$ cat src/rtl/env_snapshot_reader.sv
// Reads every environment cell once in raster order (x fastest) and streams
// each cell's sugar/signal, tagged with its coordinates, through a small FIFO.
module env_snapshot_reader #(
   parameter int unsigned X_bits      = 8,
   parameter int unsigned Y_bits      = 7,
   parameter int unsigned SIGNAL_bits = 4,
   parameter int unsigned X_cells     = 160,
   parameter int unsigned Y_cells     = 120,
   parameter int unsigned FIFO_depth  = 4
) (
   input  logic                   newLocClock,
   input  logic                   RESET_SIM,
   input  logic                   start,
   input  logic                   abort,
   output logic                   busy,
   output logic                   done,
   output logic [X_bits-1:0]      lookup_X,
   output logic [Y_bits-1:0]      lookup_Y,
   input  logic                   lookup_sugar,
   input  logic [SIGNAL_bits-1:0] lookup_signal,
   output logic                   out_valid,
   input  logic                   out_ready,
   output logic [X_bits-1:0]      out_x,
   output logic [Y_bits-1:0]      out_y,
   output logic                   out_sugar,
   output logic [SIGNAL_bits-1:0] out_signal,
   output logic                   out_last
);

   localparam int unsigned PTR_W = $clog2(FIFO_depth);
   localparam int unsigned CNT_W = PTR_W + 1;
   localparam logic [X_bits-1:0] X_LAST = X_bits'(X_cells - 1);
   localparam logic [Y_bits-1:0] Y_LAST = Y_bits'(Y_cells - 1);

   localparam logic [1:0] S_IDLE  = 2'd0;
   localparam logic [1:0] S_ISSUE = 2'd1;
   localparam logic [1:0] S_DRAIN = 2'd2;
   localparam logic [1:0] S_DONE  = 2'd3;

   logic [1:0]             state, state_next;
   logic [X_bits-1:0]      scan_x, scan_x_next;
   logic [Y_bits-1:0]      scan_y, scan_y_next;
   logic                   inflight;
   logic                   last_taken;
   logic [PTR_W-1:0]       wr_ptr, rd_ptr;
   logic [CNT_W-1:0]       count, count_next;
   logic                   issue_c, room_c, push_c, pop_c, flush_c, at_end_c;

   logic [X_bits-1:0]      mem_x      [FIFO_depth];
   logic [Y_bits-1:0]      mem_y      [FIFO_depth];
   logic                   mem_sugar  [FIFO_depth];
   logic [SIGNAL_bits-1:0] mem_signal [FIFO_depth];

   // FIFO head drives the beat fields directly; entries stay put until popped
   assign out_x      = mem_x[rd_ptr];
   assign out_y      = mem_y[rd_ptr];
   assign out_sugar  = mem_sugar[rd_ptr];
   assign out_signal = mem_signal[rd_ptr];
   assign out_last   = (out_x == X_LAST) && (out_y == Y_LAST);

   assign push_c   = inflight;
   assign pop_c    = (count != '0) && out_ready;
   assign flush_c  = abort && (state != S_IDLE);
   assign at_end_c = (scan_x == X_LAST) && (scan_y == Y_LAST);
   // Outstanding entries (buffered + in flight) never exceed the FIFO depth
   assign room_c   = (count + CNT_W'(inflight)) < CNT_W'(FIFO_depth);
   assign count_next = count + CNT_W'(push_c) - CNT_W'(pop_c);

   // Next-state and scan counter
   always_comb begin
      state_next  = state;
      scan_x_next = scan_x;
      scan_y_next = scan_y;
      issue_c     = 1'b0;
      case (state)
         S_IDLE: begin
            if (start && !abort) begin
               state_next  = S_ISSUE;
               scan_x_next = '0;
               scan_y_next = '0;
            end
         end
         S_ISSUE: begin
            if (abort) begin
               state_next = S_IDLE;
            end else if (room_c) begin
               issue_c = 1'b1;
               if (scan_x == X_LAST) begin
                  scan_x_next = '0;
                  scan_y_next = scan_y + Y_bits'(1);
               end else begin
                  scan_x_next = scan_x + X_bits'(1);
               end
               if (at_end_c) state_next = S_DRAIN;
            end
         end
         S_DRAIN: begin
            if (abort) begin
               state_next = S_IDLE;
            end else if (!inflight && (count_next == '0) &&
                         (last_taken || (pop_c && out_last))) begin
               state_next = S_DONE;
            end
         end
         S_DONE:  state_next = S_IDLE;
         default: state_next = S_IDLE;
      endcase
   end

   // Control, lookup address and status registers
   always_ff @(posedge newLocClock or posedge RESET_SIM) begin
      if (RESET_SIM) begin
         state      <= S_IDLE;
         scan_x     <= '0;
         scan_y     <= '0;
         busy       <= 1'b0;
         done       <= 1'b0;
         lookup_X   <= '0;
         lookup_Y   <= '0;
         inflight   <= 1'b0;
         last_taken <= 1'b0;
         out_valid  <= 1'b0;
         count      <= '0;
         wr_ptr     <= '0;
         rd_ptr     <= '0;
      end else begin
         state  <= state_next;
         scan_x <= scan_x_next;
         scan_y <= scan_y_next;
         busy   <= (state_next == S_ISSUE) || (state_next == S_DRAIN);
         done   <= (state_next == S_DONE);
         if (issue_c) begin
            lookup_X <= scan_x;
            lookup_Y <= scan_y;
         end
         if (flush_c) begin
            inflight   <= 1'b0;
            last_taken <= 1'b0;
            out_valid  <= 1'b0;
            count      <= '0;
            wr_ptr     <= '0;
            rd_ptr     <= '0;
         end else begin
            inflight  <= issue_c;
            out_valid <= (count_next != '0);
            count     <= count_next;
            if (push_c) wr_ptr <= wr_ptr + PTR_W'(1);
            if (pop_c)  rd_ptr <= rd_ptr + PTR_W'(1);
            if (state == S_IDLE)
               last_taken <= 1'b0;
            else if (pop_c && out_last)
               last_taken <= 1'b1;
         end
      end
   end

   // Data returned for the previously issued address lands in the FIFO
   always_ff @(posedge newLocClock or posedge RESET_SIM) begin
      if (RESET_SIM) begin
         for (int i = 0; i < int'(FIFO_depth); i++) begin
            mem_x[i]      <= '0;
            mem_y[i]      <= '0;
            mem_sugar[i]  <= 1'b0;
            mem_signal[i] <= '0;
         end
      end else if (push_c && !flush_c) begin
         mem_x[wr_ptr]      <= lookup_X;
         mem_y[wr_ptr]      <= lookup_Y;
         mem_sugar[wr_ptr]  <= lookup_sugar;
         mem_signal[wr_ptr] <= lookup_signal;
      end
   end

endmodule

$ cat config.mk
export PLATFORM = sky130hd
export DESIGN_NAME = env_snapshot_reader
export DESIGN_NICKNAME = d
export VERILOG_FILES = /design/src/rtl/env_snapshot_reader.sv
export SDC_FILE = /design/constraint.sdc
export NUM_CORES = 1
export LEC_CHECK = 0
export ABC_CLOCK_PERIOD_IN_PS = 4400
export CAP_MARGIN = 10
export CORE_AREA = 2 2 84 146
export CTS_BUF_LIST = sky130_fd_sc_hd__clkbuf_8
export CTS_CLUSTER_DIAMETER = 30
export DETAILED_ROUTE_END_ITERATION = 10
export DIE_AREA = 0 0 86 148
export PLACE_DENSITY_LB_ADDON = 0.15
export SLEW_MARGIN = 20
export SYNTH_ARGS = -nofsm -noshare
export SYNTH_HDL_FRONTEND = slang
export SYNTH_SLANG_ARGS = --single-unit
$ cat constraint.sdc
create_clock -name newLocClock -period 4.4 [get_ports newLocClock]
set_input_delay 0.88 -clock newLocClock [delete_from_list [all_inputs] [get_ports newLocClock]]
set_output_delay 0.88 -clock newLocClock [all_outputs]
set_load 0.03 [all_outputs]
* Yosys cells after proc, flatten, opt, wreduce, memory -nomap -nowiden
Cells that the tools add are included.
** Word-level totals
- Bits in registers :: 124
- Output and inout bits :: 39
- Word-level logic and storage cells :: 135
** Operators by class
- $add $sub $neg :: 6
- Magnitude comparators :: 4
- Equality and inequality tests :: 14
- Mux-type cells :: 54
- Bitwise operators :: 2
- Reduce and logical (&&, ||, !) cells :: 26
** Operators with widths (count)
- 8-bit two-way mux :: 7
- 7-bit two-way mux :: 7
- 32-bit bitwise mux :: 1
- 28-bit bitwise mux :: 1
- 2-bit two-way mux :: 10
- 8-bit binary-select mux with 2-bit select :: 1
- 16-bit bitwise mux :: 1
- 8-bit demux with 2-bit select :: 1
- 8-bit == test (second input constant) :: 2
- 8-bit case mux with 2 select lines :: 1
- 7-bit binary-select mux with 2-bit select :: 1
- 7-bit demux with 2-bit select :: 1
- 7-bit == test (second input constant) :: 2
- 7-bit case mux with 2 select lines :: 1
- 4-bit two-way mux :: 3
- 1-bit two-way mux :: 11
- 1-bit logical AND :: 10
- 3-bit nonzero test :: 3
- 8-bit by 1-bit adder with 8-bit output (second input constant) :: 1
- 4-bit binary-select mux with 2-bit select :: 1
- 4-bit demux with 2-bit select :: 1
- 2-bit == test (second input constant) :: 4
- 2-bit != test (second input constant) :: 4
- 2-bit case mux with 4 select lines :: 1
- other kinds (20) :: 30

* Depth between registers and ports, before layout
- Depth after elaboration :: 14
- Mapped depth :: 8

* Worst setup path before layout
No wires, ideal clock.
- Kind :: register to register
- From :: reg rd_ptr[0]
- To :: reg busy
- Library setup time :: 0.126 ns
- Arrival time :: 2.816 ns
- Setup slack :: 1.459 ns
- Cell stages (with the launch flop) :: 7
- Clock period less this slack :: 2.941 ns
- Cell sequence :: dfrtp_1 > mux4_1 > or3b_4 > nor4_4 > a31oi_1 > o41ai_2 > ha_1
** Between the ends
- Longest elaborated chain between the ends :: 14
- Elaborated cells on any way between the ends :: 19
- Those cells by class :: eq/ne (4); mux (9); bitwise (1); reduce/logical (5)
** RTL lines
- start: declaration :: line 45 : logic [PTR_W-1:0] wr_ptr, rd_ptr;
- start signal: assignment :: line 148 : if (pop_c) rd_ptr <= rd_ptr + PTR_W'(1);
- 2-bit inverter with 3-bit output (not written as such) * :: line 56 : assign out_y = mem_y[rd_ptr];
- 7-bit binary-select mux with 2-bit select * :: line 56
- 7-bit two-way mux (not written as such) * (2 in a row) :: line 56
- via out_y[3] :: line 24 : output logic [Y_bits-1:0] out_y,
- 7-bit == test * :: line 59 : assign out_last = (out_x == X_LAST) && (out_y == Y_LAST);
- 1-bit logical AND * :: line 59
- via out_last :: line 27 : output logic out_last
- 1-bit logical AND * :: line 101 : (last_taken || (pop_c && out_last))) begin
- 1-bit logical OR * :: line 101
- 1-bit logical AND * :: line 100 : end else if (!inflight && (count_next == '0) &&
- 2-bit two-way mux * :: line 100
- 2-bit two-way mux * :: line 98 : if (abort) begin
- 2-bit case mux with 4 select lines * :: line 75 : case (state)
- via state_next[0] :: line 40 : logic [1:0] state, state_next;
- 2-bit by 1-bit == test with 1-bit output / 2-bit == test (equally long branches) :: line 130 : busy <= (state_next == S_ISSUE) || (state_next == S_DRAIN);
- 1-bit logical OR * :: line 130
- end signal: assignment :: line 130
- end: declaration :: line 15 : output logic busy,
The timed path passes the listed nets; every way through them passes the cells marked *. The select of a mux whose other input is x is not followed.
A chain may end at the register's enable or synchronous reset.

* Worst setup path in the final report
- From :: reg rd_ptr[0]
- To :: out out_last
** Between the ends
- Longest elaborated chain between the ends :: 6
- Elaborated cells on any way between the ends :: 10
- Those cells by class :: eq/ne (2); mux (6); bitwise (1); reduce/logical (1)
** RTL lines (line)
- 2-bit inverter with 3-bit output (not written as such) * :: 55, 56
- 8-bit binary-select mux with 2-bit select / 7-bit binary-select mux with 2-bit select (equally long branches) :: 55, 56
- 8-bit two-way mux (not written as such) / 7-bit two-way mux (equally long branches) (2 in a row) :: 55, 56
- 8-bit == test / 7-bit == test (equally long branches) :: 59
- 1-bit logical AND * :: 59
- end: declaration :: 27
Mark *: on every way between the ends. The rest lies on a longest branch, timed or not. The select of a mux whose other input is x is not followed.

==> results.json <==
{
  "fin_skew_ns": 0.00625,
  "grt_max_degree": 71,
  "io_buffers": 48,
  "grt_pass1_vias": 3710,
  "n_fill_cell": 943,
  "drv_slew": 0,
  "seq_area_frac_synth_pct": 55.2,
  "hold_path_class": "reg -> reg",
  "cts_buffers": 17,
  "syn_inst": 412,
  "drv_cap": 0,
  "rsz0062_at_grt": "no",
  "die_height_um": 148,
  "num_vias": 3472,
  "clk_latency_ns": 0.42,
  "setup_viol": 0,
  "end_kind": "output port",
  "rrSetupSlack_ns": 1.46,
  "nets": 492,
  "root_buffer": "clkbuf_8",
  "ys_seq_elements": 124,
  "finalCritPeriodShare_pct": 91.4,
  "power.leakage_nw": 3.34,
  "drt_first_pass_iters": 4,
  "hpwl_mm": 8.12,
  "async_flop_share_pct": 100,
  "mappedNetlistNets": 433,
  "p_total_mw": 3.67,
  "drt_iter0_drc": 147,
  "syn_avg_cell_area_um2": 13.6,
  "rows": 52,
  "drive_gt1_share_pct": 12.2,
  "die_area_mm2": 0.0127,
  "antenna_found_initial": 0,
  "vdd_ir_drop_max_mv": 0.289,
  "maxSlewHeadroom_pct": 40.9,
  "fin_crit_ns": 4.02,
  "path_max_fanout": 10,
  "drc": 0,
  "gp_congestion": 0.855,
  "required_ns": 3.52,
  "tightestPinTransition_ns": 0.886,
  "ant_nets": 0,
  "synth_edf_count": 0,
  "initial_utilization_pct": 48.8,
  "cts_resized": 0,
  "syn_to_final_growth_pct": 18.3,
  "die-width_um": 86,
  "power.density_mw_per_mm2": 551,
  "cts_setup_buffers": 0,
  "routedWlPerCell_um": 18.6,
  "finalHoldViolations": 0,
  "worstSetupStartpointType": "register",
  "vias_per_cell": 5.63,
  "grt_use_total_pct": 20.2,
  "grt_pass1_wl_mm": 19.3,
  "clockBufferDepth": 2,
  "finalSetupTns_ns": 0,
  "synth.cell_area_mm2": 0.00562,
  "cts.clk_slew.worst_paths_ns": 0.07,
  "cts_tree": "done",
  "design.core.area_mm2": 0.0115,
  "totalWireLength_mm": 11.5,
  "cts_sinks": 124,
  "status": "finished, final reports clean",
  "htreeDepth": 4,
  "yosysWarnings": 0,
  "overflow": 0,
  "max_freq_ghz": 0.249,
  "ys.flop_type": "dfrtp_1",
  "io_pins": 49,
  "ys_types": 43,
  "crit_type": "reg -> out",
  "diodes": 0,
  "crit_arrival_ns": 3.14,
  "cts.hold.buffers_added": 0
}
[power breakdown]
part	internal (mW)	switching [mW]	total (mW)
logic	0.536	0.560	1.10
clock network	0.573	0.410	0.983
registers	1.39	0.202	1.59
[placed cells by master (no fill, tap or decap), types with 4 or more instances in the layout]
| master | synthesis | layout |
|---|---|---|
| and3_1 | 5 | 5 |
| buf_4 | 0 | 8 |
| clkbuf_8 | 0 | 19 |
| clkdlybuf4s50_1 | 0 | 48 |
| clkinv_2 | 0 | 6 |
| dfrtp_1 | 124 | 124 |
| ha_1 | 11 | 11 |
| inv_1 | 6 | 7 |
| mux2_1 | 80 | 80 |
| mux4_1 | 9 | 9 |
| mux4_2 | 11 | 11 |
| nand2_1 | 53 | 53 |
| nand3_1 | 12 | 12 |
| nand4_1 | 4 | 4 |
| nor2_1 | 21 | 21 |
| nor4_1 | 6 | 6 |
| xnor2_1 | 9 | 9 |
| xor2_1 | 5 | 5 |
[final cells by class]
type                            instances  area, µm²  area share [%]
Multi-Input combinational cell        263       2400            36.0
Clock inverter                         11        128            1.92
Clock buffer                           19        262            3.93
Timing Repair Buffer                   57        561            8.43
Tap cell                              135        169            2.54
Sequential cell                       124       3100            46.7
Inverter                                8       32.5           0.489
[worst paths after layout]
kind                       cells past startpoint                 endpoint                   from
max reg2reg                                    8           busy$_DFF_PP0_  rd_ptr[0]$_DFFE_PP0P_
min reg2reg                                    1    mem_y[25]$_DFFE_PP0P_  mem_y[25]$_DFFE_PP0P_
min                                            1    mem_y[25]$_DFFE_PP0P_  mem_y[25]$_DFFE_PP0P_
min in group asynchronous                      2  lookup_Y[1]$_DFFE_PP0P_              RESET_SIM
max                                            6                 out_last  rd_ptr[0]$_DFFE_PP0P_
max in group asynchronous                      3     mem_x[4]$_DFFE_PP0P_              RESET_SIM
[Yosys cell counts, drive strengths merged, types with 2 or more instances]
library cell,n,area share (%)
or3,2,0.22
xor2,5,0.78
nor3,2,0.18
o21ai,5,0.44
nand2,53,3.5
a31oi,2,0.22
inv,8,0.53
a21o,2,0.27
dfrtp,124,55
nor2,21,1.4
buf,7,0.98
mux4,20,8.6
a21oi,2,0.18
clkbuf,10,0.67
ha,11,2.4
xnor2,9,1.4
nand3,12,1.1
mux2i,3,0.53
nand4,6,0.89
o41ai,2,0.58
mux2,81,16
and3,5,0.56
nor4,7,1.0
nand2b,3,0.33
[per-layer routing]
| metal | global-route usage, % | vias to the layer above | wire length, µm |
|---|---|---|---|
| li1 | - | 1599 | - |
| met1 | 24.1 | 1790 | 4680 |
| met2 | 34.6 | 64 | 6150 |
| met3 | 5.19 | 19 | 407 |
| met4 | 7.62 | 0 | 243 |
| met5 | 0 | - | 0 |
[registers in the layout (all words and copies together), names as in the netlist, 3 cells and up]
signal	flops
mem_signal	16
scan_x	8
count	3
mem_sugar	4
lookup_Y	7
mem_x	32
lookup_X	8
scan_y	7
mem_y	28
[per-stage QoR]
stage / cell area [µm²] / utilization (%) / instances / hold slack, ns / setup WS (ns)
global route: 6650 / 57.8 / 617 / 0.501 / 0.174
finish: 6650 / 57.8 / 617 / 0.483 / 0.380
global placement: 6260 / 54.4 / 587 / 0.466 / 0.817
CTS: 6650 / 57.8 / 617 / 0.491 / 0.311
detailed placement: 6260 / 54.4 / 587 / 0.477 / 0.802
floorplan: 5620 / - / 412 / 0.456 / 0.221
[worst max-delay path, cell delays in order, from the launching register on]
cell and delay [ns]:
dfrtp_1 0.63, buf_4 0.24, buf_4 0.24, mux4_1 0.34, nand4b_4 0.13, nor4_4 0.38
clkdlybuf4s50_1 0.74
[cell families (layout without fill, tap and decap cells)]
logic type	count (synthesis)	after routing	synth area share [%]
flops	124	124	55.2
simple gates	117	117	10.4
mux	104	104	25.4
buf+inv	25	95	2.18
compound gates	17	17	2.27
xor+xnor	14	14	2.18
fa+ha+maj	11	11	2.45
Power figures use the tool's default switching activity.
